--- config.mk ---
export PLATFORM = sky130hd
export DESIGN_NAME = instruction_fetch
export DESIGN_NICKNAME = d
export VERILOG_FILES = /design/src/rtl/instruction_fetch_pkg.sv /design/src/rtl/instruction_fetch.sv
export SDC_FILE = /design/constraint.sdc
export NUM_CORES = 1
export LEC_CHECK = 0
export CAP_MARGIN = 0
export CORE_UTILIZATION = 47
export CTS_CLUSTER_DIAMETER = 100
export DETAILED_ROUTE_END_ITERATION = 6
export GPL_TIMING_DRIVEN = 0
export PLACE_DENSITY = 0.85
export SKIP_CTS_REPAIR_TIMING = 1
export SYNTH_ARGS = -nofsm -noshare
export SYNTH_HDL_FRONTEND = slang
export SYNTH_SLANG_ARGS = --single-unit
--- constraint.sdc ---
create_clock -name clk_In -period 5.2 [get_ports clk_In]
set_input_delay 1.56 -clock clk_In [delete_from_list [all_inputs] [get_ports clk_In]]
set_output_delay 1.56 -clock clk_In [all_outputs]
set_load 0.03 [all_outputs]
--- src/rtl/instruction_fetch_pkg.sv ---
// Shared encodings for the fetch frontend: exception codes, fetch FSM states
// and the registered output bundle handed to decode.
package instruction_fetch_pkg;

   localparam int EXCEPTION_LEN = 4;

   localparam logic [EXCEPTION_LEN-1:0] EXCEP_OK                 = 4'd0;
   localparam logic [EXCEPTION_LEN-1:0] EXCEP_INSTR_MISALIGNED   = 4'd1;
   localparam logic [EXCEPTION_LEN-1:0] EXCEP_INSTR_ACCESS_FAULT = 4'd2;

   typedef enum logic [2:0] {
      FETCH_STATE_REQ  = 3'd0,
      FETCH_STATE_WAIT = 3'd1,
      FETCH_STATE_HOLD = 3'd2,
      FETCH_STATE_DROP = 3'd3,
      FETCH_STATE_HALT = 3'd4
   } fetch_state_e;

   typedef struct packed {
      logic [31:0]              instr;
      logic [31:0]              pc;
      logic [EXCEPTION_LEN-1:0] exc;
   } fetch_out_t;

   // Sequential PC; wraps naturally at 2^32.
   function automatic logic [31:0] pc_next(input logic [31:0] pc);
      return pc + 32'd4;
   endfunction

endpackage

--- src/rtl/instruction_fetch.sv ---
// Fetch unit: single-outstanding word reads from instruction memory, one
// instruction (or fetch exception) presented to decode under valid/ready.
module instruction_fetch
   import instruction_fetch_pkg::*;
#(
   parameter logic [31:0] RESET_PC = 32'h0000_0000
) (
   input  logic                     clk_In,
   input  logic                     reset_In,
   output logic                     memReq_Out,
   output logic [31:0]              memAddr_Out,
   input  logic                     memGrant_In,
   input  logic                     memValid_In,
   input  logic [31:0]              memData_In,
   input  logic                     memError_In,
   output logic                     instrValid_Out,
   input  logic                     instrReady_In,
   output logic [31:0]              instr_Out,
   output logic [31:0]              pc_Out,
   input  logic                     redirectValid_In,
   input  logic [31:0]              redirectPc_In,
   output logic [EXCEPTION_LEN-1:0] exception_Out
);

   fetch_state_e r_state;
   logic [31:0]  r_fetchPc;
   fetch_out_t   r_out;

   logic w_aligned;
   logic w_memReq;
   logic w_granted;

   assign w_aligned = (r_fetchPc[1:0] == 2'b00);
   // Gated by reset so nothing is requested while the unit is being cleared.
   assign w_memReq  = (r_state == FETCH_STATE_REQ) && w_aligned && !reset_In;
   assign w_granted = w_memReq && memGrant_In;

   always_ff @(posedge clk_In) begin
      if (reset_In) begin
         r_state   <= FETCH_STATE_REQ;
         r_fetchPc <= RESET_PC;
         r_out     <= '{instr: 32'h0, pc: RESET_PC, exc: EXCEP_OK};
      end else if (redirectValid_In) begin
         // A granted or unanswered request must still be drained in DROP.
         r_fetchPc <= redirectPc_In;
         case (r_state)
            FETCH_STATE_REQ:  r_state <= w_granted ? FETCH_STATE_DROP : FETCH_STATE_REQ;
            FETCH_STATE_WAIT,
            FETCH_STATE_DROP: r_state <= memValid_In ? FETCH_STATE_REQ : FETCH_STATE_DROP;
            default:          r_state <= FETCH_STATE_REQ;
         endcase
      end else begin
         case (r_state)
            FETCH_STATE_REQ: begin
               if (!w_aligned) begin
                  r_state <= FETCH_STATE_HOLD;
                  r_out   <= '{instr: 32'h0, pc: r_fetchPc, exc: EXCEP_INSTR_MISALIGNED};
               end else if (w_granted) begin
                  r_state <= FETCH_STATE_WAIT;
               end
            end
            FETCH_STATE_WAIT: begin
               if (memValid_In) begin
                  r_state <= FETCH_STATE_HOLD;
                  if (memError_In)
                     r_out <= '{instr: 32'h0, pc: r_fetchPc, exc: EXCEP_INSTR_ACCESS_FAULT};
                  else
                     r_out <= '{instr: memData_In, pc: r_fetchPc, exc: EXCEP_OK};
               end
            end
            FETCH_STATE_HOLD: begin
               if (instrReady_In) begin
                  if (r_out.exc == EXCEP_OK) begin
                     r_state   <= FETCH_STATE_REQ;
                     r_fetchPc <= pc_next(r_fetchPc);
                  end else begin
                     r_state <= FETCH_STATE_HALT;
                  end
               end
            end
            FETCH_STATE_DROP: begin
               if (memValid_In)
                  r_state <= FETCH_STATE_REQ;
            end
            FETCH_STATE_HALT: r_state <= FETCH_STATE_HALT;
            default:          r_state <= FETCH_STATE_REQ;
         endcase
      end
   end

   assign memReq_Out     = w_memReq;
   assign memAddr_Out    = r_fetchPc;
   assign instrValid_Out = (r_state == FETCH_STATE_HOLD);
   assign instr_Out      = r_out.instr;
   assign pc_Out         = r_out.pc;
   assign exception_Out  = r_out.exc;

endmodule
==> impl_metrics.csv, run 1 <==
group,metric,value,unit
layout,instances_no_fill,846,
layout,nets,805,
timing,period_share,83.5,%
worst_setup_path,path_class,"primary input to output port",
timing,hold_viol_final,0,
synthesis,synth_common_cells,"106 x nand2_1, 101 x dfxtp_1, 67 x a21oi_1",
synthesis,synth_fa_ha_area_share,0.284,%
min_path,min_path_type,"register to register",
synthesis,yosysSeqAreaShare,45.9,%
die,core_area,8890,um2
layout,seqCellArea,2020,um2
synthesis,avgSynthCellArea,7.97,um2
timing,drv_slew,0,
timing,period_needed,4.34,ns
synthesis,synth.most_common_cell,"nand2_1",
min_path,worstHoldPathCells,2,
synthesis,synth-compound-area-share,18.6,%
worst_setup_path,crit_path_start,"reset_In",
global_routing,antenna_found_initial,0,
synthesis,yosysTopAreaCell,"dfxtp_1",
placement,placed_cells_incl_taps,830,
synthesis,synth_edf_count,0,
timing,max_slew_margin,31.9,%
timing,fin_skew,0.0131,ns
global_routing,grt_pass1_vias,4690,
placement,place.port_buffers,168,
die,io-pin-count,173,
die,start_util,49.6,%
global_routing,grt_use_total,30.2,%
worst_setup_path,start_kind,"primary input",
synthesis,yosys.area_share.simple,27.7,%
worst_setup_path,cp_data_required_time,3.64,ns
worst_setup_path,path_cells,"clkbuf_1 -> inv_1 -> and3_1 -> clkdlybuf4s50_1",
synthesis,muxShareOfSynthArea,0.681,%
cts,htree_levels,3,
drt,drtIter0Drc,265,
synthesis,postSynth.asyncResetShare,0,%
placement,dp_hpwl,11200,um
synthesis,ys_seq_elements,101,
worst_setup_path,worstSetupEndpoint,"memReq_Out",
worst_setup_path,crit_path_top_delay_cell,"clkdlybuf4s50_1",
power_and_ir_drop,power.density,254,nW/um2
worst_setup_path,r2r-start,"r_state[1]$_SDFFE_PP0P_",
cts,cts_buffers,9,
die,die_h,98.9,um
synthesis,synth.area.top_cells,"dfxtp_1 46%, nand2_1 9.0%, a21oi_1 7.6%",
timing,tightest_slew,1.01,ns
layout,drive_gt1_share,3.93,%
synthesis,yosysWarningCount,0,
synthesis,synth_top_family_by_area,"simple AND/OR/NAND/NOR gates",
worst_setup_path,rr_worst_depth,6,
cts,clk_latency,0.37,ns
die,die_w,98.9,um
layout,area_growth,45.3,%
worst_setup_path,cp_top_family,"buffers and inverters",
synthesis,synth_flop_cell,"dfxtp_1",
synthesis,synth_xor_area_share,1.39,%
synthesis,synth_top_cell_area_share,45.9,%
run,cap_violations,0,
timing,grt_setup_unrepaired,"no",
synthesis,syn_inst,553,
worst_setup_path,worst-path-buf-inv,3,
layout,multiInputGateArea,2150,um2
die,die_area,9770,um2
timing,setup_violations,0,
worst_setup_path,path_max_fanout,7,
cts,cts_sinks,101,
worst_setup_path,slowest_delay,0.68,ns
power_and_ir_drop,peakVddDrop,0.140,mV
synthesis,syn_area,4410,um2
global_routing,gr-total-overflow,0,
placement,gp_congestion,0.972,
synthesis,yosysUniqueCellTypes,49,
global_routing,grt_pass1_wl,23300,um
cts,root_buffer,"clkbuf_8",
layout,n_antenna_cell,0,
power_and_ir_drop,leakagePower,2.03,nW
worst_setup_path,cp.depth,4,
global_routing,grt_start_max_net_pins,18,
drt,detail_route.vias_per_cell,5.78,
timing,fin_setup_tns,0,ns
worst_setup_path,cp_data_arrival_time,2.78,ns
drt,wl_per_cell,17.5,um
cts,cts_tree,"built",
worst_setup_path,endpoint_kind,"output port",
cts,clk_path_buf_depth,2,
worst_setup_path,reg2reg_slack,2.53,ns
worst_setup_path,reg2reg_to,"instr_Out[29]$_SDFFE_PP0P_",
timing,fmax,0.230,GHz
drt,drt_wl_total,14800,um
outcome,outcome,"finished, final reports clean",
drt,drc,0,
layout,n_fill_cell,688,
drt,vias,4894,
cts,clk_pin_slew_worst_paths,0.10,ns
drt,drt-pass1-iter-count,7,
drt,postRouteAntennaNets,0,
die,rows,34,
## stage by stage
stage               hold WS (ns)  utilization [%]  setup slack (ns)  power, mW  cell area [um2]
floorplan                  0.498                -              1.51       1.02             4410
global placement           0.437             70.1             0.870       1.17             6230
detailed placement         0.445             70.1             0.882       1.17             6230
CTS                        0.459             72.0             0.858       1.62             6400
global route               0.478             72.0             0.779       1.68             6400
finish                     0.456             72.0             0.859       1.62             6400
## cell families after synthesis
logic type	count (synthesis)
simple gates	252
fa+ha+maj	1
xor+xnor	7
mux	3
buf+inv	57
other cells	1
flops	101
compound gates	131
## layout make-up
type / count / area share [%]
Multi-Input combinational cell: 396 / 33.6
Inverter: 8 / 0.469
Buffer: 49 / 3.24
Tap cell: 108 / 2.11
Sequential cell: 101 / 31.6
Clock buffer: 10 / 1.99
Clock inverter: 6 / 0.742
Timing Repair Buffer: 168 / 26.3
## power breakdown
| part | leakage, nW | switching, mW | internal [mW] |
|---|---|---|---|
| clock network | 0.0804 | 0.288 | 0.178 |
| registers | 0.823 | 0.0360 | 0.802 |
| logic | 1.13 | 0.185 | 0.137 |
| total | 2.03 | 0.508 | 1.12 |
## layer usage
| layer | track usage [%] | routed length (um) |
|---|---|---|
| met2 | 48.3 | 6950 |
| met4 | 12.4 | 378 |
| met1 | 40.2 | 6480 |
| met5 | 0 | 0 |
| met3 | 5.53 | 1010 |
## worst reg2reg max path, cell delays in order, from the launching register on
cell and delay [ns]:
dfxtp_1 0.38, nor2_1 0.34, nor4b_1 0.59, clkbuf_1 0.46
clkbuf_1 0.49, nand3_1 0.16, a21oi_1 0.19
## registers in the layout, summed over array words and instances (netlist names)
signal         cells
exception_Out      2
instr_Out         32
memAddr_Out       32
pc_Out            32
r_state            3
## placed cells by master (no fill, tap or decap), types with 3 or more instances in the layout
| master | count |
|---|---|
| clkbuf_8 | 9 |
| nand4_1 | 10 |
| inv_1 | 7 |
| o21ai_0 | 8 |
| o31ai_1 | 13 |
| a31oi_1 | 3 |
| buf_1 | 3 |
| clkdlybuf4s50_1 | 168 |
| a311oi_1 | 17 |
| nand3_1 | 42 |
| or3_1 | 8 |
| clkbuf_1 | 42 |
| a211oi_1 | 11 |
| or2_2 | 4 |
| nor3_1 | 5 |
| a21oi_1 | 67 |
| nor2_1 | 35 |
| and3_1 | 3 |
| clkinvlp_4 | 3 |
| nand2_1 | 106 |
| dfxtp_1 | 101 |
| xnor2_1 | 6 |
| mux2i_1 | 3 |
| nor4_1 | 6 |
| or4_1 | 17 |
| and4_1 | 4 |
## how the worst min path moves through the flow
stage,startpoint,to
3_5_place_dp,pc_Out[25]$_SDFFE_PP0P_,pc_Out[25]$_SDFFE_PP0P_
3_3_place_gp,instr_Out[25]$_SDFFE_PP0P_,instr_Out[25]$_SDFFE_PP0P_
4_1_cts,instr_Out[2]$_SDFFE_PP0P_,instr_Out[2]$_SDFFE_PP0P_
6_report,pc_Out[25]$_SDFFE_PP0P_,pc_Out[25]$_SDFFE_PP0P_
2_1_floorplan,r_state[2]$_SDFFE_PP0P_,r_state[2]$_SDFFE_PP0P_
5_1_grt,pc_Out[19]$_SDFFE_PP0P_,pc_Out[19]$_SDFFE_PP0P_
(Power assumes the default switching activity.)
==> run 2, diff against run 1 <==
--- a/config.mk
+++ b/config.mk
@@ -6,11 +6,11 @@
 export NUM_CORES = 1
 export LEC_CHECK = 0
 export CAP_MARGIN = 0
-export CORE_UTILIZATION = 47
+export CORE_UTILIZATION = 44
 export CTS_CLUSTER_DIAMETER = 100
 export DETAILED_ROUTE_END_ITERATION = 6
 export GPL_TIMING_DRIVEN = 0
-export PLACE_DENSITY = 0.85
+export PLACE_DENSITY = 0.81
 export SKIP_CTS_REPAIR_TIMING = 1
 export SYNTH_ARGS = -nofsm -noshare
 export SYNTH_HDL_FRONTEND = slang
==> constraint.sdc (replaced) <==
create_clock -name clk_In -period 4.24 [get_ports clk_In]
set_input_delay 1.272 -clock clk_In [delete_from_list [all_inputs] [get_ports clk_In]]
set_output_delay 1.272 -clock clk_In [all_outputs]
set_load 0.03 [all_outputs]
==> impl_metrics.csv, run 2 (same netlist as run 1, synthesis figures left out) <==
group,metric,value,unit
worst_setup_path,start_kind,"primary input",
timing,tightest_slew,0.944,ns
global_routing,grt_pass1_vias,4496,
placement,postPlaceCellArea,6260,um2
timing,period_share,90.1,%
timing,period_needed,3.82,ns
worst_setup_path,path_class,"primary input to output port",
drt,vias,4937,
layout,postLayoutCellArea,6450,um2
die,core_area,9730,um2
worst_setup_path,endpoint_kind,"output port",
timing,fmax,0.262,GHz
layout,drive_gt1_share,3.93,%
power_and_ir_drop,power.density,312,nW/um2
drt,drtIter0Drc,315,
cts,clk_latency,0.37,ns
worst_setup_path,worst-path-buf-inv,3,
layout,final_common_cell,"clkdlybuf4s50_1",
die,io-pin-count,173,
power_and_ir_drop,peakVddDrop,0.214,mV
worst_setup_path,crit_path_top_delay_cell,"clkdlybuf4s50_1",
global_routing,grt_pass1_wl,22400,um
placement,placed_cells_incl_taps,855,
die,rows,36,
global_routing,grt_start_max_net_pins,19,
drt,wl_per_cell,17.2,um
timing,fin_skew,0.0179,ns
cts,htree_levels,3,
die,die_w,102,um
timing,grt_setup_unrepaired,"no",
layout,instances_no_fill,871,
drt,drt-pass1-iter-count,5,
worst_setup_path,path_max_fanout,7,
min_path,min_path_type,"register to register",
run,cap_violations,0,
cts,cts_tree,"built",
power_and_ir_drop,p_total,2.01,mW
worst_setup_path,path_cells,"clkbuf_1 -> inv_1 -> and3_1 -> clkdlybuf4s50_1",
outcome,outcome,"finished, final reports clean",
placement,gp_congestion,0.935,
timing,setup_violations,0,
die,die_area,10400,um2
layout,nets,805,
worst_setup_path,slowest_delay,0.68,ns
drt,postRouteAntennaNets,0,
placement,place.port_buffers,168,
global_routing,gr-total-overflow,0,
cts,clk_pin_slew_worst_paths,0.11,ns
placement,pre_cts_ws,0.407,ns
global_routing,grt_use_total,27.8,%
power_and_ir_drop,leakagePower,2.04,nW
worst_setup_path,cp_data_required_time,2.97,ns
layout,n_fill_cell,855,
placement,dp_hpwl,11200,um
timing,max_slew_margin,36.2,%
cts,clk_path_buf_depth,2,
drt,drc,0,
layout,final_cell_mix,"168 x clkdlybuf4s50_1, 106 x nand2_1, 101 x dfxtp_1",
worst_setup_path,cp_data_arrival_time,2.55,ns
drt,detail_route.vias_per_cell,5.67,
cts,root_buffer,"clkbuf_8",
cts,cts_sinks,101,
die,start_util,45.3,%
cts,cts_buffers,9,
timing,drv_slew,0,
die,die_h,102,um
layout,area_growth,46.2,%
drt,drt_wl_total,15000,um
worst_setup_path,cp_top_family,"buffers and inverters",
timing,hold_viol_final,0,
timing,fin_setup_tns,0,ns
timing,fin_ws,0.421,ns
layout,n_antenna_cell,0,
global_routing,antenna_found_initial,0,
[run 2: cell type report]
| class | count | area (um2) | share of cell area [%] |
|---|---|---|---|
| repair buffers | 168 | 1680 | 26.1 |
| multi-input cells | 396 | 2150 | 33.4 |
| flip-flops and latches | 101 | 2020 | 31.4 |
| plain buffers | 49 | 208 | 3.22 |
| well taps | 133 | 166 | 2.58 |
| clock buffers | 10 | 128 | 1.98 |
| clock inverters | 6 | 58.8 | 0.912 |
| inverters | 8 | 30.0 | 0.466 |
[run 2: routing by layer]
metal	GRT usage [%]	up-vias	part of all wire, %	routed length (um)
met2	44.9	193	48	7230
met3	4.17	22	6.7	1010
met4	11.2	0	1.9	292
met5	0	-	0	0
met1	37.3	2379	43	6470
li1	-	2343	-	-
[run 2: worst paths after layout]
path / startpoint / end / slack (ns) / depth (start not counted)
worst max register to register: r_state[1]$_SDFFE_PP0P_ / instr_Out[25]$_SDFFE_PP0P_ / 1.69 / 6
worst min register to register: instr_Out[29]$_SDFFE_PP0P_ / instr_Out[29]$_SDFFE_PP0P_ / 0.46 / 2
worst max-delay path: reset_In / memReq_Out / 0.42 / 4
worst min-delay path: instr_Out[29]$_SDFFE_PP0P_ / instr_Out[29]$_SDFFE_PP0P_ / 0.46 / 2
[run 2: tightest hold or removal path, cell delays in order (launching register included)]
cell,delay [ns]
dfxtp_1,0.33
nand2_1,0.05
a21oi_1,0.05
[run 2: through the flow]
step	hold slack [ns]	utilization, %
after global placement	0.438	64.4
after CTS	0.459	66.3
after global routing	0.478	66.3
after detailed placement	0.446	64.4
final	0.460	66.3
after floorplan	0.498	-
[run 2: where the power goes]
| part | switching (mW) | internal, mW |
|---|---|---|
| logic | 0.228 | 0.168 |
| registers | 0.0450 | 0.984 |
| clock network | 0.360 | 0.224 |
